[src/rtl/if_fetch_queue.sv]
// Instruction-fetch stage: owns the fetch PC, reads a 1-cycle ROM and
// queues {pc, inst} pairs for decode behind a valid/ready handshake.
module if_fetch_queue #(
  parameter int unsigned     PC_W     = 32,
  parameter int unsigned     INST_W   = 32,
  parameter int unsigned     DEPTH    = 4,
  parameter int unsigned     PC_STEP  = 4,
  parameter logic [PC_W-1:0] RESET_PC = 32'hbfc00000
) (
  input  logic                       clk,
  input  logic                       resetn,
  output logic                       irom_req_o,
  output logic [PC_W-1:0]            irom_pc_o,
  input  logic [INST_W-1:0]          irom_inst_i,
  input  logic                       int_req_i,
  input  logic [PC_W-1:0]            int_pc_i,
  input  logic                       ex_redirect_i,
  input  logic [PC_W-1:0]            ex_pc_i,
  input  logic                       bp_token_i,
  input  logic [PC_W-1:0]            bp_pc_i,
  output logic                       id_valid_o,
  input  logic                       id_ready_i,
  output logic [PC_W-1:0]            id_pc_o,
  output logic [PC_W-1:0]            id_pc_4_o,
  output logic [INST_W-1:0]          id_inst_o,
  output logic [$clog2(DEPTH):0]     q_count_o
);

  localparam int unsigned AW  = $clog2(DEPTH);
  localparam int unsigned CW  = AW + 1;
  localparam int unsigned CW1 = CW + 1;

  typedef struct packed {
    logic [PC_W-1:0]   pc;
    logic [INST_W-1:0] inst;
  } ent_t;

  logic [PC_W-1:0] fpc_q, fpc_d;
  logic [PC_W-1:0] tag_q, tag_d;
  logic            inflight_q, inflight_d;
  logic [AW-1:0]   rd_q, rd_d;
  logic [AW-1:0]   wr_q, wr_d;
  logic [CW-1:0]   cnt_q, cnt_d;
  ent_t            mem_q [DEPTH];
  ent_t            mem_d [DEPTH];

  logic            redir;
  logic [PC_W-1:0] tgt;
  logic [CW1-1:0]  credit;
  logic            issue;
  logic            enq;
  logic            deq;

  always_comb begin
    redir = int_req_i | ex_redirect_i | bp_token_i;
    if (int_req_i) begin
      tgt = int_pc_i;
    end else if (ex_redirect_i) begin
      tgt = ex_pc_i;
    end else begin
      tgt = bp_pc_i;
    end
  end

  // Credit counts the in-flight response so it always finds a free slot.
  assign credit = {1'b0, cnt_q} + CW1'(inflight_q);
  assign issue  = !redir && (credit < CW1'(DEPTH));
  assign enq    = inflight_q & !redir;
  assign deq    = id_valid_o & id_ready_i;

  assign irom_req_o = resetn & issue;
  assign irom_pc_o  = fpc_q;
  assign id_valid_o = (cnt_q != '0) & !redir;
  assign id_pc_o    = mem_q[rd_q].pc;
  assign id_inst_o  = mem_q[rd_q].inst;
  assign id_pc_4_o  = mem_q[rd_q].pc + PC_W'(PC_STEP);
  assign q_count_o  = cnt_q;

  always_comb begin
    fpc_d      = fpc_q;
    tag_d      = tag_q;
    inflight_d = issue;
    rd_d       = rd_q;
    wr_d       = wr_q;
    cnt_d      = cnt_q;
    mem_d      = mem_q;
    if (redir) begin
      fpc_d = tgt;
      rd_d  = '0;
      wr_d  = '0;
      cnt_d = '0;
    end else begin
      if (issue) begin
        fpc_d = fpc_q + PC_W'(PC_STEP);
        tag_d = fpc_q;
      end
      if (enq) begin
        mem_d[wr_q] = {tag_q, irom_inst_i};
        wr_d        = wr_q + AW'(1);
      end
      if (deq) begin
        rd_d = rd_q + AW'(1);
      end
      cnt_d = cnt_q + CW'(enq) - CW'(deq);
    end
  end

  always_ff @(posedge clk or negedge resetn) begin
    if (!resetn) begin
      fpc_q      <= RESET_PC;
      tag_q      <= '0;
      inflight_q <= 1'b0;
      rd_q       <= '0;
      wr_q       <= '0;
      cnt_q      <= '0;
      for (int i = 0; i < DEPTH; i++) begin
        mem_q[i] <= '0;
      end
    end else begin
      fpc_q      <= fpc_d;
      tag_q      <= tag_d;
      inflight_q <= inflight_d;
      rd_q       <= rd_d;
      wr_q       <= wr_d;
      cnt_q      <= cnt_d;
      mem_q      <= mem_d;
    end
  end

endmodule

[config.mk]
export PLATFORM = sky130hd
export DESIGN_NAME = if_fetch_queue
export DESIGN_NICKNAME = d
export VERILOG_FILES = /design/src/rtl/if_fetch_queue.sv
export SDC_FILE = /design/constraint.sdc
export NUM_CORES = 1
export LEC_CHECK = 0
export BUFFER_PORTS_ARGS = -buffer_cell sky130_fd_sc_hd__buf_4
export CAP_MARGIN = 0
export CORE_MARGIN = 1.5
export CORE_UTILIZATION = 40
export CTS_BUF_LIST = sky130_fd_sc_hd__clkbuf_8
export CTS_CLUSTER_DIAMETER = 120
export DETAILED_ROUTE_END_ITERATION = 7
export RECOVER_POWER = 100
export SETUP_SLACK_MARGIN = 0.2
export SYNTH_ARGS = -nofsm -noshare
export SYNTH_HDL_FRONTEND = slang
export SYNTH_SLANG_ARGS = --single-unit
[constraint.sdc]
create_clock -name clk -period 3.8 [get_ports clk]
set_clock_uncertainty 0.15 [all_clocks]
set_input_delay 0.76 -clock clk [delete_from_list [all_inputs] [get_ports clk]]
set_output_delay 0.76 -clock clk [all_outputs]
set_load 0.05 [all_outputs]
==> summary.md <==
| Metric | Value |
|---|---|
| Outcome | finished with violations |
| Violated checks | max-capacitance violations, max-slew violations, negative setup slack |
| FF-to-FF Start | inflight_q$_DFF_PN0_ |
| Final setup violation count | 12 |
| Critical Path RT | 2.89 ns |
| Pin count of the biggest net entering global routing | 158 |
| Num Clock Sinks | 328 |
| Final Hold Slack | 0.1909 ns |
| Commonest non-fill, non-tap cells in the layout | dfrtp_1 (317), mux2_2 (257), buf_4 (234) |
| Hold Crit Class | in -> reg |
| Final cell count without fillers | 2043 |
| Pre-antenna DRT Iters | 5 |
| DRC Markers | 0 |
| Ant diodes | 0 |
| Chip Width | 200.4 um |
| Initial Util | 0.4042 |
| Cell variety after synth | 58 |
| Synth warn | 0 |
| Placer Congestion | 0.8679 |
| Slew Viols, Final | 342 |
| R2r setup slk | 1.08 ns |
| Share of the core filled with cells | 0.5140 |
| Initial antenna violation count | 1 |
| Power share of the clock group | 0.322 |
| Final wirelength | 42220 um |
| Area added between synthesis and finish | 27.17% |
| Post-layout minimum cycle time | 3.878 ns |
| Number of global-route vias before repair | 11590 |
| Skew-Pair Late Insertion Delay | 0.65 ns |
| Via count | 10780 |
| Crit path arrival time | 2.97 ns |
| Dpl cells | 1906 |
| Relative slew slack | -0.4413 |
| Via density | 5.278 |
| Placed wire-length estimate | 27320 um |
| Root buffer cell | clkbuf_8 |
| Worst-path clk slew | 0.05 ns |
| Initial DRC count | 538 |
| Global-route wire length before repair | 67010 um |
| Worst-Margin Slew | 2.162 ns |
| Sequential power share | 0.426 |
| Leak pwr | 9.777 nW |
| Synth Net Count | 1312 |
| Overall Power | 0.009333 W |
| PwrDens | 471.0 mW/mm^2 |
| Cell-internal power | 0.006183 W |
| Fillers | 3508 |
| Multi-input logic area | 0.007355 mm^2 |
| Sequential cell area | 0.008227 mm^2 |
| CTS tree | yes |
| CTS H-Tree Depth | 2 |
| Sequential element share of the synthesized area | 0.5274 |
| Final hold violations | 0 |
| Clock Tree Buf Depth | 3 |
| Core area | 0.03856 mm^2 |
| Avg Synthesized Cell Area | 13.34 um^2 |
| Global-route usage over all layers | 0.2140 |
| Die area | 0.04015 mm^2 |
| Switching power | 0.003150 W |
| Post-synthesis instance area | 0.01558 mm^2 |
| Worst reg2reg path endpoint | irom_pc_o[9]$_DFFE_PN0P_ |
| Max Cap Violations | 4 |
| Fraction of layout cells with a size suffix above 1 | 0.4931 |
| Max frequency | 257.9 MHz |
| R2r worst-path depth | 6 |
| Most common cell after layout, fill and taps aside | dfrtp_1 |
| Row count | 72 |
| CTS buffer count | 56 |
| Worst Slack Setup Final | -0.07791 ns |
| RSZ-0062 raised after global routing | yes |
| PortBufs | 266 |
| Hold endpoint | irom_pc_o[2]$_DFFE_PN0P_ |
| Die height | 200.4 um |
| Syn Inst Count | 1168 |
| Drt wl/cell | 20.66 um |
| Ports | 267 |
| Total global routing overflow | 0 |
| Critical path fanouts, max | 8 |
| Post-route ant nets | 0 |
| Max VDD drop | 0.2583 mV |
| HP Start | int_pc_i[2] |
| Flop and latch count out of synthesis | 328 |
| Sw frac | 0.3375 |
| Crit. End Element | output port |
| WS Path Type | reg -> out |
| Period utilization | 1.021 |
| Fin nets | 1629 |
| Combinational power share | 0.252 |
| Critical Path Source Type | flop |
| Worst Hold Depth | 3 |
[worst max-delay path by stage]
| stage | cells after the start | slack [ns] | from | end |
|---|---|---|---|---|
| after global placement | 7 | 0.30 | rd_q[0]$_DFFE_PN0P_ | id_pc_4_o[12] |
| after detailed placement | 7 | 0.26 | rd_q[0]$_DFFE_PN0P_ | id_pc_4_o[12] |
| after CTS | 8 | -0.13 | rd_q[0]$_DFFE_PN0P_ | id_pc_4_o[29] |
| after floorplan | 7 | 0.1 | rd_q[0]$_DFFE_PN0P_ | id_pc_4_o[13] |
| after global routing | 9 | -0.20 | rd_q[0]$_DFFE_PN0P_ | id_pc_4_o[20] |
| final | 9 | -0.08 | rd_q[0]$_DFFE_PN0P_ | id_pc_4_o[12] |
[per-layer routing]
layer	GRT usage	part of all wire	vias to the layer above	wire length (um)
met5	0	0	-	0
met4	0.07116	0.028	0	1181
met3	0.04409	0.041	75	1748
met2	0.3500	0.49	221	20880
met1	0.2854	0.44	5610	18410
li1	-	-	4877	-
[layout make-up]
class | instances | area share
clock buffers | 68 | 0.04723
inverters | 10 | 0.001894
repair buffers | 330 | 0.1258
multi-input cells | 759 | 0.3711
well taps | 518 | 0.03270
clock inverters | 30 | 0.006187
flip-flops and latches | 328 | 0.4151
[metrics by stage]
| stage | TNS [ns] | worst slack, ns | area [um^2] |
|---|---|---|---|
| after floorplan | 0 | 0.09501 | 15750 |
| after global placement | 0 | 0.2984 | 18370 |
| after detailed placement | 0 | 0.2639 | 18370 |
| after CTS | -1.503 | -0.1331 | 19980 |
| after global routing | -20.74 | -0.1976 | 19820 |
| final | -0.4678 | -0.07791 | 19820 |
[worst max-delay path: stages, from the launching register on]
cell,delay [ns]
dfrtp_4,0.58
buf_16,0.19
mux4_2,0.34
and4_4,0.31
nand2_4,0.10
buf_4,0.15
nor2_4,0.10
and3_4,0.20
xor2_2,0.17
buf_6,0.18
[registers in the layout, summed over array words and instances, names as in the netlist]
name / cells
mem_q: 256
inflight_q: 1
irom_pc_o: 32
tag_q: 32
q_count_o: 3
wr_q: 2
rd_q: 2
[power by group through the flow]
| stage | Sequential [W] | Combinational [W] | Clock, W |
|---|---|---|---|
| after CTS | 0.00398 | 0.00240 | 0.00313 |
| after global routing | 0.00402 | 0.00248 | 0.00328 |
| after detailed placement | 0.00404 | 0.00228 | 0 |
| after floorplan | 0.00408 | 0.00138 | 0 |
| after global placement | 0.00403 | 0.00226 | 0 |
| final | 0.00398 | 0.00235 | 0.00301 |
[cell families (layout without fill, tap and decap cells)]
family / count (synthesis) / after routing / share of synthesized area
xor+xnor: 50 / 50 / 0.02810
compound gates: 99 / 99 / 0.03982
flops: 328 / 328 / 0.5274
simple gates: 261 / 261 / 0.08045
mux: 339 / 339 / 0.2910
fa+ha+maj: 10 / 10 / 0.008511
buf+inv: 81 / 438 / 0.02473
[cell usage after synthesis, drive strengths merged]
cell type / instances / area share
a211oi: 13 / 0.0063
a21boi: 1 / 0.00048
a21o: 2 / 0.00096
a21oi: 36 / 0.012
a221o: 6 / 0.0039
a22o: 3 / 0.0017
a22oi: 2 / 0.00096
a31oi: 1 / 0.00040
and2: 7 / 0.0028
and3: 7 / 0.0031
and4: 8 / 0.0048
and4b: 1 / 0.00064
buf: 30 / 0.012
clkbuf: 41 / 0.0099
clkinv: 1 / 0.00024
dfrtp: 319 / 0.51
dfstp: 9 / 0.015
fa: 1 / 0.0013
ha: 9 / 0.0072
inv: 9 / 0.0022
mux2: 257 / 0.19
mux2i: 18 / 0.012
mux4: 64 / 0.094
nand2: 149 / 0.037
nand2b: 1 / 0.00040
nand3: 26 / 0.0095
nand4: 10 / 0.0050
nor2: 38 / 0.0093
nor2b: 1 / 0.00040
nor3: 9 / 0.0056
nor4: 2 / 0.0012
o211ai: 1 / 0.00048
o21a: 1 / 0.00048
o21ai: 16 / 0.0051
o21bai: 1 / 0.00048
o221ai: 1 / 0.00056
o22ai: 10 / 0.0040
o311ai: 1 / 0.00056
o31ai: 4 / 0.0019
or2: 1 / 0.00040
or3: 1 / 0.00040
xnor2: 29 / 0.016
xor2: 21 / 0.012
[repair_timing]
item                       CTS  global route
gates resized for setup     67            15
setup buffers               32             5
gates cloned                 1             0
hold endpoints to repair    17             0
setup endpoints to repair   52            35
hold buffers                 1             0
pin swaps                   26            18
No activity file was read; power rests on OpenSTA's default activity.
